[config.mk]
export PLATFORM = sky130hd
export DESIGN_NAME = demux_1to4_buffered
export DESIGN_NICKNAME = d
export VERILOG_FILES = /design/src/rtl/demux_1to4_buffered_pkg.sv /design/src/rtl/demux_1to4_buffered_slot.sv /design/src/rtl/demux_1to4_buffered.sv
export SDC_FILE = /design/constraint.sdc
export NUM_CORES = 1
export LEC_CHECK = 0
export CAP_MARGIN = 15
export CORE_ASPECT_RATIO = 1.4
export CORE_UTILIZATION = 49
export DETAILED_ROUTE_END_ITERATION = 6
export PLACE_DENSITY_LB_ADDON = 0.1
export SETUP_SLACK_MARGIN = 0.15
export SLEW_MARGIN = 20
export SYNTH_ARGS = -nofsm -noshare
export SYNTH_HDL_FRONTEND = slang
export SYNTH_SLANG_ARGS = --single-unit
export TNS_END_PERCENT = 100
[constraint.sdc]
create_clock -name Clock -period 3.7 [get_ports Clock]
set_clock_uncertainty 0.05 [all_clocks]
set_input_delay 1.11 -clock Clock [delete_from_list [all_inputs] [get_ports Clock]]
set_output_delay 1.11 -clock Clock [all_outputs]
set_load 0.02 [all_outputs]
[src/rtl/demux_1to4_buffered_pkg.sv]
// rtl/demux_1to4_buffered_pkg.sv - shared constants and select decode for the 1-to-4 demux
//
// Purpose: channel count, select width and default word width, shared with the
//          4-to-1 operand mux, plus a select-to-one-hot helper.
// Ports:   none (package)
package demux_1to4_buffered_pkg;

  localparam int NUM_CH = 4;
  localparam int SEL_W  = 2;
  localparam int WORD_W = 24;

  function automatic logic [NUM_CH-1:0] sel_onehot(input logic [SEL_W-1:0] sel);
    sel_onehot      = '0;
    sel_onehot[sel] = 1'b1;
  endfunction

endpackage

[src/rtl/demux_1to4_buffered_slot.sv]
// rtl/demux_1to4_buffered_slot.sv - one-deep output slot (data register + full flag)
//
// Purpose: holds one word for a single destination until its sink drains it.
// Ports:
//   Clock      in   1      rising-edge clock
//   Reset      in   1      synchronous, active-high; clears full and data
//   load       in   1      capture din this cycle (already qualified by accept)
//   din        in   WIDTH  word to capture
//   sink_ready in   1      downstream sink accepts this cycle
//   data       out  WIDTH  slot contents
//   full       out  1      slot holds a word
//   ready      out  1      slot can take a word this cycle
module demux_slot
  import demux_1to4_buffered_pkg::*;
#(
  parameter int WIDTH = WORD_W
) (
  input  logic             Clock,
  input  logic             Reset,
  input  logic             load,
  input  logic [WIDTH-1:0] din,
  input  logic             sink_ready,
  output logic [WIDTH-1:0] data,
  output logic             full,
  output logic             ready
);

  // Pass-through ready: a full slot still accepts when it is draining this cycle.
  assign ready = ~full | sink_ready;

  always_ff @(posedge Clock) begin
    if (Reset) begin
      full <= 1'b0;
      data <= '0;
    end else if (load) begin
      // Load wins over a same-cycle drain: the slot stays full with the new word.
      full <= 1'b1;
      data <= din;
    end else if (full && sink_ready) begin
      // Data deliberately left unchanged on drain.
      full <= 1'b0;
    end
  end

endmodule

[src/rtl/demux_1to4_buffered.sv]
// rtl/demux_1to4_buffered.sv - registered 1-to-4 demultiplexer with valid/ready handshake
//
// Purpose: steers one source word by a 2-bit select into one of four one-deep
//          output slots that each drain independently.
// Ports:
//   Clock        in   1      rising-edge clock
//   Reset        in   1      synchronous, active-high
//   Hyrja        in   WIDTH  input data word
//   S            in   2      destination select 0..3
//   HyrjaValid   in   1      source offers Hyrja/S
//   HyrjaReady   out  1      block accepts this cycle (combinational)
//   Dalja0..3    out  WIDTH  per-channel slot data
//   DaljaValid   out  4      per-channel slot full
//   DaljaReady   in   4      per-channel sink accepts
module demux_1to4_buffered
  import demux_1to4_buffered_pkg::*;
#(
  parameter int WIDTH = WORD_W
) (
  input  logic              Clock,
  input  logic              Reset,
  input  logic [WIDTH-1:0]  Hyrja,
  input  logic [SEL_W-1:0]  S,
  input  logic              HyrjaValid,
  output logic              HyrjaReady,
  output logic [WIDTH-1:0]  Dalja0,
  output logic [WIDTH-1:0]  Dalja1,
  output logic [WIDTH-1:0]  Dalja2,
  output logic [WIDTH-1:0]  Dalja3,
  output logic [NUM_CH-1:0] DaljaValid,
  input  logic [NUM_CH-1:0] DaljaReady
);

  logic [NUM_CH-1:0] load;
  logic [NUM_CH-1:0] full;
  logic [NUM_CH-1:0] slot_ready;
  logic [WIDTH-1:0]  slot_data [NUM_CH];
  logic              acc;

  // Ready depends only on the selected slot, never on HyrjaValid.
  assign HyrjaReady = slot_ready[S];
  assign acc        = HyrjaValid & HyrjaReady;
  assign load       = {NUM_CH{acc}} & sel_onehot(S);

  for (genvar i = 0; i < NUM_CH; i++) begin : g_slot
    demux_slot #(.WIDTH(WIDTH)) u_slot (
      .Clock      (Clock),
      .Reset      (Reset),
      .load       (load[i]),
      .din        (Hyrja),
      .sink_ready (DaljaReady[i]),
      .data       (slot_data[i]),
      .full       (full[i]),
      .ready      (slot_ready[i])
    );
  end

  assign DaljaValid = full;
  assign Dalja0     = slot_data[0];
  assign Dalja1     = slot_data[1];
  assign Dalja2     = slot_data[2];
  assign Dalja3     = slot_data[3];

endmodule

==> results of run 1 <==
[sequential cells by signal, summed over array words and instances, names as in the netlist]
signal	flops
g_slot.u_slot.data	96
g_slot.u_slot.full	4
[routing by layer]
metal  track usage  vias to the layer above  share of wire
met5             0                        -              0
met4       0.08995                        0          0.023
met3       0.06390                       18          0.066
met2        0.3758                       93           0.49
met1        0.2612                     1392           0.42
li1              -                     1434              -
[through the flow]
| step | cells | total power, mW | hold slack [ps] | setup TNS (ps) | utilization |
|---|---|---|---|---|---|
| after global routing | 591 | 2.228 | 446.1 | 0 | 0.7152 |
| after floorplan | 362 | 1.320 | 419.5 | 0 | - |
| after detailed placement | 576 | 1.455 | 415.0 | -215.1 | 0.6877 |
| after global placement | 576 | 1.449 | 408.0 | -175.8 | 0.6877 |
| after CTS | 591 | 2.168 | 429.8 | 0 | 0.7129 |
| final | 591 | 2.142 | 423.9 | 0 | 0.7152 |
[critical path: cells and delay by family]
family | cells | cell delay [ps]
buf+inv | 2 | 580
mux | 1 | 470
simple gates | 1 | 160
[Yosys cell counts]
library cell / instances
a21oi_1: 4
and4_2: 1
buf_2: 5
buf_4: 5
buf_6: 6
clkbuf_1: 12
dfxtp_1: 100
mux2i_1: 96
mux4_1: 1
nand2_2: 2
nand2b_1: 124
nand4_1: 1
nand4b_1: 1
nor2b_1: 1
nor3_2: 1
nor3b_2: 1
or3_1: 1
[worst max path at each step]
stage / from / end / slack [ps] / cells past startpoint
2_1_floorplan: DaljaReady[0] / HyrjaReady / 670 / 2
3_3_place_gp: DaljaReady[2] / HyrjaReady / -180 / 4
3_5_place_dp: DaljaReady[1] / HyrjaReady / -220 / 4
4_1_cts: DaljaReady[1] / HyrjaReady / 160 / 4
5_1_grt: DaljaReady[1] / HyrjaReady / 170 / 4
6_report: DaljaReady[1] / HyrjaReady / 220 / 4
[layout by cell type (no fill, tap or decap), drive strengths merged]
cell,Yosys,final
a21oi,4,4
nand2,2,2
nand4,1,1
nand2b,124,124
and4,1,1
clkdlybuf4s50,0,131
bufinv,0,1
mux2i,96,96
buf,16,11
or3,1,1
clkbuf,12,14
mux4,1,1
nor3,1,1
nand4b,1,1
nor2b,1,1
nor3b,1,1
dfxtp,100,100
[power breakdown]
| group | internal [mW] | switching, mW | leakage, nW |
|---|---|---|---|
| Sequential | 1.11 | 0.0203 | 0.813 |
| Combinational | 0.156 | 0.141 | 1.47 |
| Clock | 0.366 | 0.345 | 0.103 |
| Total | 1.64 | 0.506 | 2.39 |
[cells by family after synthesis]
| logic type | synth area share |
|---|---|
| AOI/OAI and AO/OA | 0.004965 |
| DFF | 0.4964 |
| and+or+nand+nor | 0.2104 |
| muxes | 0.2448 |
| buffers and inverters | 0.04344 |
[layout make-up]
type | instances | area [sq um] | share of cell area
multi-input combinational | 234 | 1873 | 0.3339
timing repair buffer | 142 | 1408 | 0.2509
tap | 100 | 125.1 | 0.02230
clock inverter | 1 | 30.03 | 0.005352
clock buffer | 14 | 172.7 | 0.03078
sequential | 100 | 2002 | 0.3568
[repair_timing]
action,in CTS,in global routing
hold buffers,0,0
gates resized for setup,4,5
endpoints found under the setup margin,1,1
==> metrics.md, run 1 <==
| Metric | Value |
|---|---|
| RR Startpoint | g_slot[0].u_slot.full |
| Ports | 134 |
| Global-route wire length before repair | 14620 um |
| Min cycle time layout | ~3500 ps |
| Number of diodes | 0 |
| Hold Vio Cnt, Final | 0 |
| Post-DP Area | around 0.0054 sq mm |
| Critical path class | input pin to output pin |
| RSZ-0062 raised after global routing | false |
| Status | finished clean |
| Worst path max stage delay | 470 ps |
| Flops & latches, synth | 100 |
| Register area share after synthesis | 0.4964 |
| Final layout net count | 520 |
| Synth area leader | dfxtp_1 |
| Crit path capture type | output pin |
| Reg2Reg Depth | 4 |
| Clock root cell | clkbuf_8 |
| CP Launch Type | input pin |
| Placeable Area | 0.007845 sq mm |
| Achievable clock frequency | 287.4 MHz |
| Hold Startpoint | g_slot[1].u_slot.data[8] |
| Hold Path Class | flop to flop |
| Vias in the first global route | 2992 |
| Clk Latency, worst-skew pair | 350 ps |
| CP required | around 2500 ps |
| Yosys warning count | 0 |
| Fin area | 0.005610 sq mm |
| Cell area power density | 381.7 mW/mm^2 |
| Syn Nets | 395 |
| Fill cell total of the finished layout | 605 |
| Hold Path Depth | 2 |
| Remaining antenna violation count | 0 |
| R2r setup slk | 2140 ps |
| Die area | 0.008602 sq mm |
| Max Cap Violations | 0 |
| Slew Viols, Final | 0 |
| Slowest cell on the critical path | mux4_2 |
| Initial antenna violation count | 0 |
| Mapped cell area | 0.004033 sq mm |
| Post-CTS Repair Setup Buffers | 0 |
| DRC violations left | 0 |
| CTS sink cnt | 100 |
| Area contributors post-synth | dfxtp_1 (50%), mux2i_1 (24%), nand2b_1 (19%) |
| Starting Density | 0.5140 |
| WL per Instance | ~15 um |
| Crit path max fanout | 2 |
| IO Port Bufs | 133 |
| CTS clk-pin slew, worst paths | 80 ps |
| Setup WS post-layout | 220.5 ps |
| CP Cell Sequence | clkdlybuf4s50_1 -> nand2b_4 -> mux4_2 -> buf_6 |
| Measured slew at the worst slew-check pin | between 800 and 900 ps |
| 1st-iter DRT viols | 137 |
| Top cell type's share of synthesized area | 0.4964 |
| Arrival time of the worst setup path | around 2300 ps |
| Clock Path Buffers | 2 |
| GRT overflow | 0 |
| H-tree lvl count | 3 |
| Global-route usage over all layers | 0.2214 |
| Finish-stage setup viols | 0 |
| Crit share post-route | 0.9404 |
| Dpl ws | -215.1 ps |
| Total number of vias | 2937 |
| Slew margin rel. | 0.4457 |
| CTS tree | done |
| Mean Syn Cell Area | 11.14 sq um |
| Hold EP | g_slot[1].u_slot.data[8] |
| Worst r2r dst | g_slot[0].u_slot.data[8] |
| Worst vdd ir | 0.2434 mV |
| Synth Instances | between 300 and 400 |
| Post-synth cell types | 17 |
| DIE HEIGHT | about 110 um |
| # rows | 38 |
| Die W | 78.67 um |
| Largest net degree at the start of global routing | 125 |
| Dpl hpwl | 6050 um |
| Area growth from synthesis to layout | 39.13% |
| GP Congestion | 0.7740 |
| Leak pwr | ~2.4 nW |
| Final WL | 9114 um |
| Share of layout cells above drive strength 1 | 0.06517 |
| Num CTS Buffers | 9 |
| Avg Vias per Cell | roughly 5 |
| Drt pass-1 iters | 4 |
Power figures use the tool's default switching activity.
==> run 2, diff against run 1 <==
GPL_ROUTABILITY_DRIVEN = 0   (was default)
==> results of run 2 <==
Final layout, timing and power as in run 1 (identical DEF).
==> run 3, diff against run 2 <==
SLEW_MARGIN = 5   (was 20)
==> results of run 3 <==
Final layout, timing and power as in run 1 (identical DEF).
